[config.mk]
export PLATFORM = sky130hd
export DESIGN_NAME = out_fm_tile_scheduler
export DESIGN_NICKNAME = d
export VERILOG_FILES = /design/src/rtl/out_fm_pkg.sv /design/src/rtl/out_fm_tile_iter.sv /design/src/rtl/out_fm_tile_scheduler.sv
export SDC_FILE = /design/constraint.sdc
export NUM_CORES = 1
export LEC_CHECK = 0
export CORE_MARGIN = 3
export CORE_UTILIZATION = 60
export DETAILED_ROUTE_END_ITERATION = 8
export DONT_BUFFER_PORTS = 1
export GPL_TIMING_DRIVEN = 1
export PLACE_DENSITY_LB_ADDON = 0.15
export SLEW_MARGIN = 20
export SYNTH_ARGS = -nofsm -noshare
export SYNTH_HDL_FRONTEND = slang
export SYNTH_SLANG_ARGS = --single-unit
[constraint.sdc]
create_clock -name clk -period 8.3 [get_ports clk]
set_input_delay 1.245 -clock clk [delete_from_list [all_inputs] [get_ports clk]]
set_output_delay 1.245 -clock clk [all_outputs]
set_load 0.02 [all_outputs]
[src/rtl/out_fm_pkg.sv]
// Shared types and step helpers for the output feature-map tile scheduler.
// Step functions derive tile strides from layer and tile geometry.
package out_fm_pkg;

    typedef enum logic [2:0] {
        ST_IDLE       = 3'd0,
        ST_WAIT_READY = 3'd1,
        ST_ISSUE      = 3'd2,
        ST_BUSY       = 3'd3,
        ST_CLEAN      = 3'd4,
        ST_DONE       = 3'd5
    } state_e;

    // Largest multiple of the stride that still leaves room for the kernel
    function automatic int calc_step(input int t, input int s, input int k);
        return ((t + s - k) / s) * s;
    endfunction

    function automatic int col_step(input int tc, input int s, input int k);
        return calc_step(tc, s, k);
    endfunction

    function automatic int row_step(input int tr, input int s, input int k);
        return calc_step(tr, s, k);
    endfunction

    function automatic int c_step(input int c, input int s, input int k);
        return calc_step(c, s, k);
    endfunction

    function automatic int r_step(input int r, input int s, input int k);
        return calc_step(r, s, k);
    endfunction

endpackage

[src/rtl/out_fm_tile_iter.sv]
// Tile base iterator: col innermost, then row, then channel.
// Holds the last tile's bases once the final tile has been reached.
module out_fm_tile_iter
    import out_fm_pkg::*;
#(
    parameter int AW       = 16,
    parameter int N        = 32,
    parameter int TN       = 8,
    parameter int COL_STEP = 6,
    parameter int ROW_STEP = 14,
    parameter int C_STEP   = 30,
    parameter int R_STEP   = 62
) (
    input  logic          clk,
    input  logic          rst,
    input  logic          step,
    input  logic          clear,
    output logic [AW-1:0] base_n,
    output logic [AW-1:0] base_row,
    output logic [AW-1:0] base_col,
    output logic          last
);

    // One extra bit so that base + step never wraps before the compare
    typedef logic [AW:0] sum_t;

    localparam sum_t COL_INC = sum_t'(COL_STEP);
    localparam sum_t ROW_INC = sum_t'(ROW_STEP);
    localparam sum_t N_INC   = sum_t'(TN);
    localparam sum_t COL_LIM = sum_t'(C_STEP);
    localparam sum_t ROW_LIM = sum_t'(R_STEP);
    localparam sum_t N_LIM   = sum_t'(N);

    logic [AW-1:0] col_q, col_d;
    logic [AW-1:0] row_q, row_d;
    logic [AW-1:0] n_q, n_d;

    sum_t col_sum, row_sum, n_sum;
    logic col_wrap, row_wrap, n_wrap;

    // Candidate next bases and their wrap conditions
    always_comb begin
        col_sum  = {1'b0, col_q} + COL_INC;
        row_sum  = {1'b0, row_q} + ROW_INC;
        n_sum    = {1'b0, n_q} + N_INC;
        col_wrap = (col_sum >= COL_LIM);
        row_wrap = (row_sum >= ROW_LIM);
        n_wrap   = (n_sum >= N_LIM);
        last     = col_wrap && row_wrap && n_wrap;
    end

    // Advance one tile on step; the final tile is held for observation
    always_comb begin
        col_d = col_q;
        row_d = row_q;
        n_d   = n_q;
        if (clear) begin
            col_d = '0;
            row_d = '0;
            n_d   = '0;
        end else if (step && !last) begin
            if (!col_wrap) begin
                col_d = col_sum[AW-1:0];
            end else begin
                col_d = '0;
                if (!row_wrap) begin
                    row_d = row_sum[AW-1:0];
                end else begin
                    row_d = '0;
                    n_d   = n_sum[AW-1:0];
                end
            end
        end
    end

    // Base registers
    always_ff @(posedge clk or negedge rst) begin
        if (!rst) begin
            col_q <= '0;
            row_q <= '0;
            n_q   <= '0;
        end else begin
            col_q <= col_d;
            row_q <= row_d;
            n_q   <= n_d;
        end
    end

    assign base_n   = n_q;
    assign base_row = row_q;
    assign base_col = col_q;

endmodule

[src/rtl/out_fm_tile_scheduler.sv]
// Output feature-map tile scheduler: hands each finished tile to the
// FIFO-to-RAM mover and walks the tile bases across the whole layer.
module out_fm_tile_scheduler
    import out_fm_pkg::*;
#(
    parameter int AW = 16,
    parameter int N  = 32,
    parameter int R  = 64,
    parameter int C  = 32,
    parameter int K  = 3,
    parameter int S  = 1,
    parameter int Tn = 8,
    parameter int Tr = 16,
    parameter int Tc = 8
) (
    input  logic          clk,
    input  logic          rst,
    input  logic          start,
    output logic          done,
    output logic          busy,
    input  logic          tile_ready,
    output logic          tile_start,
    input  logic          tile_done,
    output logic          conv_tile_clean,
    output logic [AW-1:0] tile_base_n,
    output logic [AW-1:0] tile_base_row,
    output logic [AW-1:0] tile_base_col
);

    localparam int COL_STEP = col_step(Tc, S, K);
    localparam int ROW_STEP = row_step(Tr, S, K);
    localparam int C_STEP   = c_step(C, S, K);
    localparam int R_STEP   = r_step(R, S, K);

    // Degenerate geometry would make the iterator never advance
    if (COL_STEP <= 0 || ROW_STEP <= 0 || C_STEP <= 0 || R_STEP <= 0) begin : g_bad_step
        $error("out_fm_tile_scheduler: non-positive tile step");
    end

    state_e state_q, state_d;

    logic done_q, done_d;
    logic busy_q, busy_d;
    logic start_q, start_d;
    logic clean_q, clean_d;

    logic iter_step;
    logic iter_clear;
    logic iter_last;

    assign iter_clear = (state_q == ST_IDLE) && start;
    assign iter_step  = (state_q == ST_CLEAN);

    out_fm_tile_iter #(
        .AW       (AW),
        .N        (N),
        .TN       (Tn),
        .COL_STEP (COL_STEP),
        .ROW_STEP (ROW_STEP),
        .C_STEP   (C_STEP),
        .R_STEP   (R_STEP)
    ) u_iter (
        .clk      (clk),
        .rst      (rst),
        .step     (iter_step),
        .clear    (iter_clear),
        .base_n   (tile_base_n),
        .base_row (tile_base_row),
        .base_col (tile_base_col),
        .last     (iter_last)
    );

    // Layer sequencing: wait for results, hand off, wait for mover, clean
    always_comb begin
        state_d = state_q;
        unique case (state_q)
            ST_IDLE:       if (start) state_d = ST_WAIT_READY;
            ST_WAIT_READY: if (tile_ready) state_d = ST_ISSUE;
            ST_ISSUE:      state_d = ST_BUSY;
            ST_BUSY:       if (tile_done) state_d = ST_CLEAN;
            ST_CLEAN:      state_d = iter_last ? ST_DONE : ST_WAIT_READY;
            ST_DONE:       state_d = ST_IDLE;
            default:       state_d = ST_IDLE;
        endcase
    end

    // Outputs are registered copies of the next-state decode
    always_comb begin
        done_d  = (state_d == ST_DONE);
        busy_d  = (state_d != ST_IDLE);
        start_d = (state_d == ST_ISSUE);
        clean_d = (state_d == ST_CLEAN);
    end

    // State and output registers
    always_ff @(posedge clk or negedge rst) begin
        if (!rst) begin
            state_q <= ST_IDLE;
            done_q  <= 1'b0;
            busy_q  <= 1'b0;
            start_q <= 1'b0;
            clean_q <= 1'b0;
        end else begin
            state_q <= state_d;
            done_q  <= done_d;
            busy_q  <= busy_d;
            start_q <= start_d;
            clean_q <= clean_d;
        end
    end

    assign done            = done_q;
    assign busy            = busy_q;
    assign tile_start      = start_q;
    assign conv_tile_clean = clean_q;

endmodule

Word level (Yosys, flattened, before mapping)
Index checks and enable logic that the tools add are counted.
W data, S select, Z words.

storage, ports and cells
  output and inout port bits = 52
  input bits = 5
  word-level logic and storage cells = 49
  register bits after elaboration = 55

cells by class
  order comparisons = 3
  reductions and logical operators = 12
  eq/ne operators = 7
  add/subtract/negate cells = 3
  mux-type cells = 16

operators with widths
  kind                     count
  $mux W16                 11
  $add A16 B4 Y17 const B  2
  $ge A17 B6 Y1 const B    2
  $add A16 B3 Y17 const B  1
  $ge A17 B5 Y1 const B    1
  $pmux W3 S5              1
  $mux W3                  4
  $eq A3 B2 Y1 const B     3
  $eq A3 B3 Y1 const B     3
  $reduce_bool A2 Y1       3
  $logic_and A1 B1 Y1      4
  $eq A3 B1 Y1 const B     1
  $logic_not A3 Y1         1
  $reduce_and A3 Y1        1
  $reduce_bool A3 Y1       1
  $reduce_and A2 Y1        1
  $logic_not A1 Y1         1

Logic depth before layout (Yosys ltp)
  word-level depth = 8
  gate-level depth with buffers = 11
  depth with buffers taken out = 10

Cells and area by module
Synthesis repeated with hierarchy kept, for this count alone.

unflattened totals
  cell total of the unflattened synthesis = 298
  area, all modules = 2805.2 um^2

by module, submodules not included
  module                 times used  sequential area each (um^2)  cells an instance  area an instance (um^2)
  out_fm_tile_iter       1           1076.0                       272                2502.4
  out_fm_tile_scheduler  1           175.2                        26                 302.8

Worst setup path before layout
No wires, ideal clock.

  path type = reg-to-reg
  from = reg u_iter.col_q[1] (netlist: u_iter.base_col[1])
  to = reg u_iter.n_q[3] (netlist: u_iter.base_n[3])
  buffers on the path = 0
  setup slack = 5.325 ns
  stages on the path, launching flop included = 11
  library setup time = 0.125 ns
  arrival = 2.850 ns
  cell sequence = dfrtp_1 -> inv_1 -> ha_1 -> nand2b_1 -> nor4_1 -> mux2i_1 -> nand4_1 -> or3_1 -> a41o_4 -> nor3_2 -> mux2_2

between the ends
  word-level cells in the longest chain between the ends = 8

ends and longest elaborated chain
  item                              RTL line                text
  start, declared                   out_fm_tile_iter.sv:34  logic [AW-1:0] col_q, col_d;
  start signal, assigned            out_fm_tile_iter.sv:83  col_q <= col_d;
  $add A16 B3 Y17 *                 out_fm_tile_iter.sv:43  col_sum = {1'b0, col_q} + COL_INC;
  $ge A17 B5 Y1 *                   out_fm_tile_iter.sv:46  col_wrap = (col_sum >= COL_LIM);
  $logic_and A1 B1 Y1 (2 in a row)  out_fm_tile_iter.sv:49  last = col_wrap && row_wrap && n_wrap;
  $logic_not A1 Y1                  out_fm_tile_iter.sv:61  end else if (step && !last) begin
  $logic_and A1 B1 Y1               out_fm_tile_iter.sv:61
  $reduce_bool A2 Y1 (no line)      n/a
  $reduce_and A3 Y1 (no line) *     n/a
  end signal, assigned              out_fm_tile_iter.sv:85  n_q <= n_d;
  end, declared                     out_fm_tile_iter.sv:36  logic [AW-1:0] n_q, n_d;

Mark *: on every way between the ends. The rest lies on a longest branch, timed or not.
A chain may end at the register's enable or synchronous reset.

Worst setup path in the final report
  from = reg u_iter.col_q[1] (netlist: u_iter.base_col[1])
  to = reg u_iter.n_q[4] (netlist: u_iter.base_n[4])

The elaborated chain is that of the path after synthesis.

==> results by group <==
Status
  • Status: complete, no violations

Clock tree
  • Clock insertion delay at the later pin of the skew report: 0.30 ns
  • Root Buffer: clkbuf_8
  • Clock Path Buffers: 2
  • CTS tree: yes
  • Cts-stage hold buffer count: 0
  • Num CTS Buffers: 5
  • Post-CTS sizing: 0
  • # Post-CTS Setup Buffers: 0
  • # clock sinks: 50
  • H-tree depth: 2
  • Clock transition at the registers of the reported paths: roughly 0.09 ns

Floorplan
  • Rows: 23
  • Initial Util: 0.6486
  • Core area: 4202 µm²
  • Io pins: 57
  • Die ar.: 5387 µm²
  • Die Span X: 73.40 µm
  • Die Span Y: 73.40 µm

Run
  • Max Cap Viol: 0

GRT
  • Largest net degree at the start of global routing: between 50 and 60
  • Global-route wire length before repair: 9259 µm
  • Overflow after GRT: 0
  • Vias in the first global route: 1,968
  • Overall Global Routing Usage: 0.2183
  • Initial antenna violation count: 0

Layout
  • Multi-input logic area: 1360 µm²
  • Post-Layout Cell Count: around 330
  • Final nets: 285
  • Area growth syn-to-layout: 3.535%
  • Fillers: 348
  • Share of cells above drive strength 1: 0.1007
  • Antenna cells: 0
  • Area occupied by registers: 1251 µm²

STA
  • Worst hold slack: 0.5905 ns
  • RSZ-0062 raised after global routing: no
  • Final worst-path setup slack: approximately 4.4 ns
  • Total negative setup slack: 0 ns
  • Final-report max-slew violation count: 0
  • # setup viols final: 0
  • Min cycle time layout: 3.867 ns
  • Worst-margin pin slew: 0.9374 ns
  • Final Hold Vio Count: 0
  • Fmax: 258.6 MHz
  • Max_slew headroom: 0.3728
  • Worst Skew: roughly 0.005 ns
  • Fin crit share: 0.4660

Critical path
  • Setup Crit Path Kind: reg -> reg
  • Crit start category: flip-flop
  • Crit end category: flip-flop
  • Worst Path Arrival: about 4.1 ns
  • Critical Path RT: 8.49 ns
  • Worst Path Max Fanout: 23

Synth
  • Synth Warn #: 0
  • Sequential fraction of the synthesis area: 0.4591
  • Synth cell types: 59
  • Mapped Avg Cell Area: 9.803 µm²
  • Ys async rst share: 1.000
  • Post-Syn Area: between 2000 and 3000 µm²
  • Number of synthesized flops with an enable pin: 0
  • Synth Instances: 278
  • Synth Register Bits: 50
  • Ys flop type: dfrtp_1

Placed design
  • GPL Wtd Cong: between 0.8 and 0.9
  • Placed insts: 320
  • I/O Buffers: 0
  • Dpl ws: 4.550 ns
  • Dpl hpwl: ~3900 µm

Hold path
  • Worst min path class: reg -> reg

Drt
  • Drc violations: 0
  • DR WL/cell: roughly 17 µm
  • DR iter-0 viols: 202
  • Remaining antenna violation count: 0
  • DRT Wirelength: between 5000 and 6000 µm
  • Via density: 6.284
  • Drt first pass iters: 4
  • Vias: about 2,000

Pwr
  • Worst vdd ir: 0.1446 mV
  • Lkg Pwr: 1.273 nW
  • PwrDens: 284.5 nW/µm²
  • Overall Power: 802.6 µW
logic make-up (layout without fill, tap and decap cells):
| family | Yosys count | after routing | share of synthesized area |
|---|---|---|---|
| xor+xnor | 8 | 8 | 0.02571 |
| simple gates | 137 | 137 | 0.2984 |
| buf+inv | 25 | 21 | 0.04729 |
| fa+ha+maj | 3 | 3 | 0.01378 |
| mux | 7 | 7 | 0.02846 |
| compound gates | 47 | 47 | 0.1258 |
| other cells | 1 | 5 | 0.001376 |
| flops | 50 | 50 | 0.4591 |
worst max-delay path: stages (launching register included):
cell and delay (ns):
dfrtp_1 0.52, inv_1 0.10, ha_1 0.29, nand2b_1 0.26, nor4_1 0.38, mux2i_1 0.24, nand4_1 0.14, or3_1 0.40
a41o_4 0.37, nor3_2 0.65, mux2_2 0.41
cell usage after synthesis (2+ instances only):
master | count | share of area
inv_1 | 11 | 0.015
a31oi_1 | 7 | 0.016
buf_2 | 4 | 0.0073
and4_1 | 3 | 0.0096
a41oi_1 | 2 | 0.0064
nor2b_1 | 19 | 0.044
nor3_1 | 11 | 0.020
nor2_1 | 18 | 0.025
nand2_1 | 15 | 0.021
and2_1 | 12 | 0.028
nand3_1 | 7 | 0.013
and2_2 | 5 | 0.014
clkbuf_1 | 2 | 0.0028
and3_1 | 4 | 0.0092
o21ai_0 | 6 | 0.011
a21oi_1 | 11 | 0.020
xnor2_1 | 5 | 0.016
xor2_1 | 3 | 0.0096
nand2b_1 | 6 | 0.014
dfrtp_1 | 50 | 0.46
nor3b_1 | 2 | 0.0055
nand4_1 | 13 | 0.030
or4_1 | 2 | 0.0055
nor3_2 | 2 | 0.0073
mux2i_1 | 4 | 0.015
ha_1 | 3 | 0.014
o21ai_1 | 2 | 0.0037
buf_4 | 6 | 0.017
o31ai_1 | 3 | 0.0083
or3_1 | 7 | 0.016
nor4_1 | 3 | 0.0069
a211oi_1 | 2 | 0.0055
mux2_2 | 2 | 0.0083
cells in the final DEF, fill, tap and decap left out, types with 11 or more instances in the layout:
cell / count
nand4_1: 13
nor2b_1: 19
nor2_1: 18
and2_1: 12
nor3_1: 11
inv_1: 11
a21oi_1: 11
nand2_1: 15
dfrtp_1: 50
state kept, by name (all words and copies together) (netlist names):
name             flops
state_q              3
u_iter.base_n       13
u_iter.base_row     15
tile_start           1
busy                 1
done                 1
conv_tile_clean      1
u_iter.base_col     15
power by group:
group	switching [mW]	total, mW	internal (mW)
Combinational	0.162	0.268	0.106
Clock	0.0770	0.144	0.0670
Sequential	0.108	0.391	0.283
Total	0.347	0.803	0.455
per-layer routing:
layer | wire length [µm] | up-vias | GRT usage | part of all wire
met4 | 65 | 0 | 0.07243 | 0.012
met3 | 387 | 5 | 0.05882 | 0.070
met2 | 2515 | 70 | 0.3376 | 0.46
li1 | - | 1002 | - | -
met5 | 0 | - | 0 | 0
met1 | 2535 | 984 | 0.2975 | 0.46
cell type report:
cell class | count | share of cell area
clock inverters | 2 | 0.004435
clock buffers | 6 | 0.02927
multi-input cells | 207 | 0.4820
inverters | 12 | 0.01596
repair buffers | 1 | 0.002661
flip-flops and latches | 50 | 0.4435
well taps | 50 | 0.02217
through the flow:
stage / cell area [µm²] / util
after floorplan: 2740 / -
after global placement: 2726 / 0.6489
after detailed placement: 2726 / 0.6489
after CTS: 2821 / 0.6715
after global routing: 2821 / 0.6715
final: 2821 / 0.6715
final timing paths:
path	from	endpoint	slack, ns	cells after the start
hold / removal	state_q[2]$_DFF_PN0_	state_q[1]$_DFF_PN0_	0.59	1
min in group asynchronous	rst	u_iter.base_n[9]$_DFFE_PN0P_	0.63	0
setup reg to reg	u_iter.base_col[1]$_DFFE_PN0P_	u_iter.base_n[4]$_DFFE_PN0P_	4.43	10
hold reg to reg	state_q[2]$_DFF_PN0_	state_q[1]$_DFF_PN0_	0.59	1
setup / recovery	u_iter.base_col[1]$_DFFE_PN0P_	u_iter.base_n[4]$_DFFE_PN0P_	4.43	10
max in group asynchronous	rst	u_iter.base_row[4]$_DFFE_PN0P_	7.58	0
(Power assumes the default switching activity.)
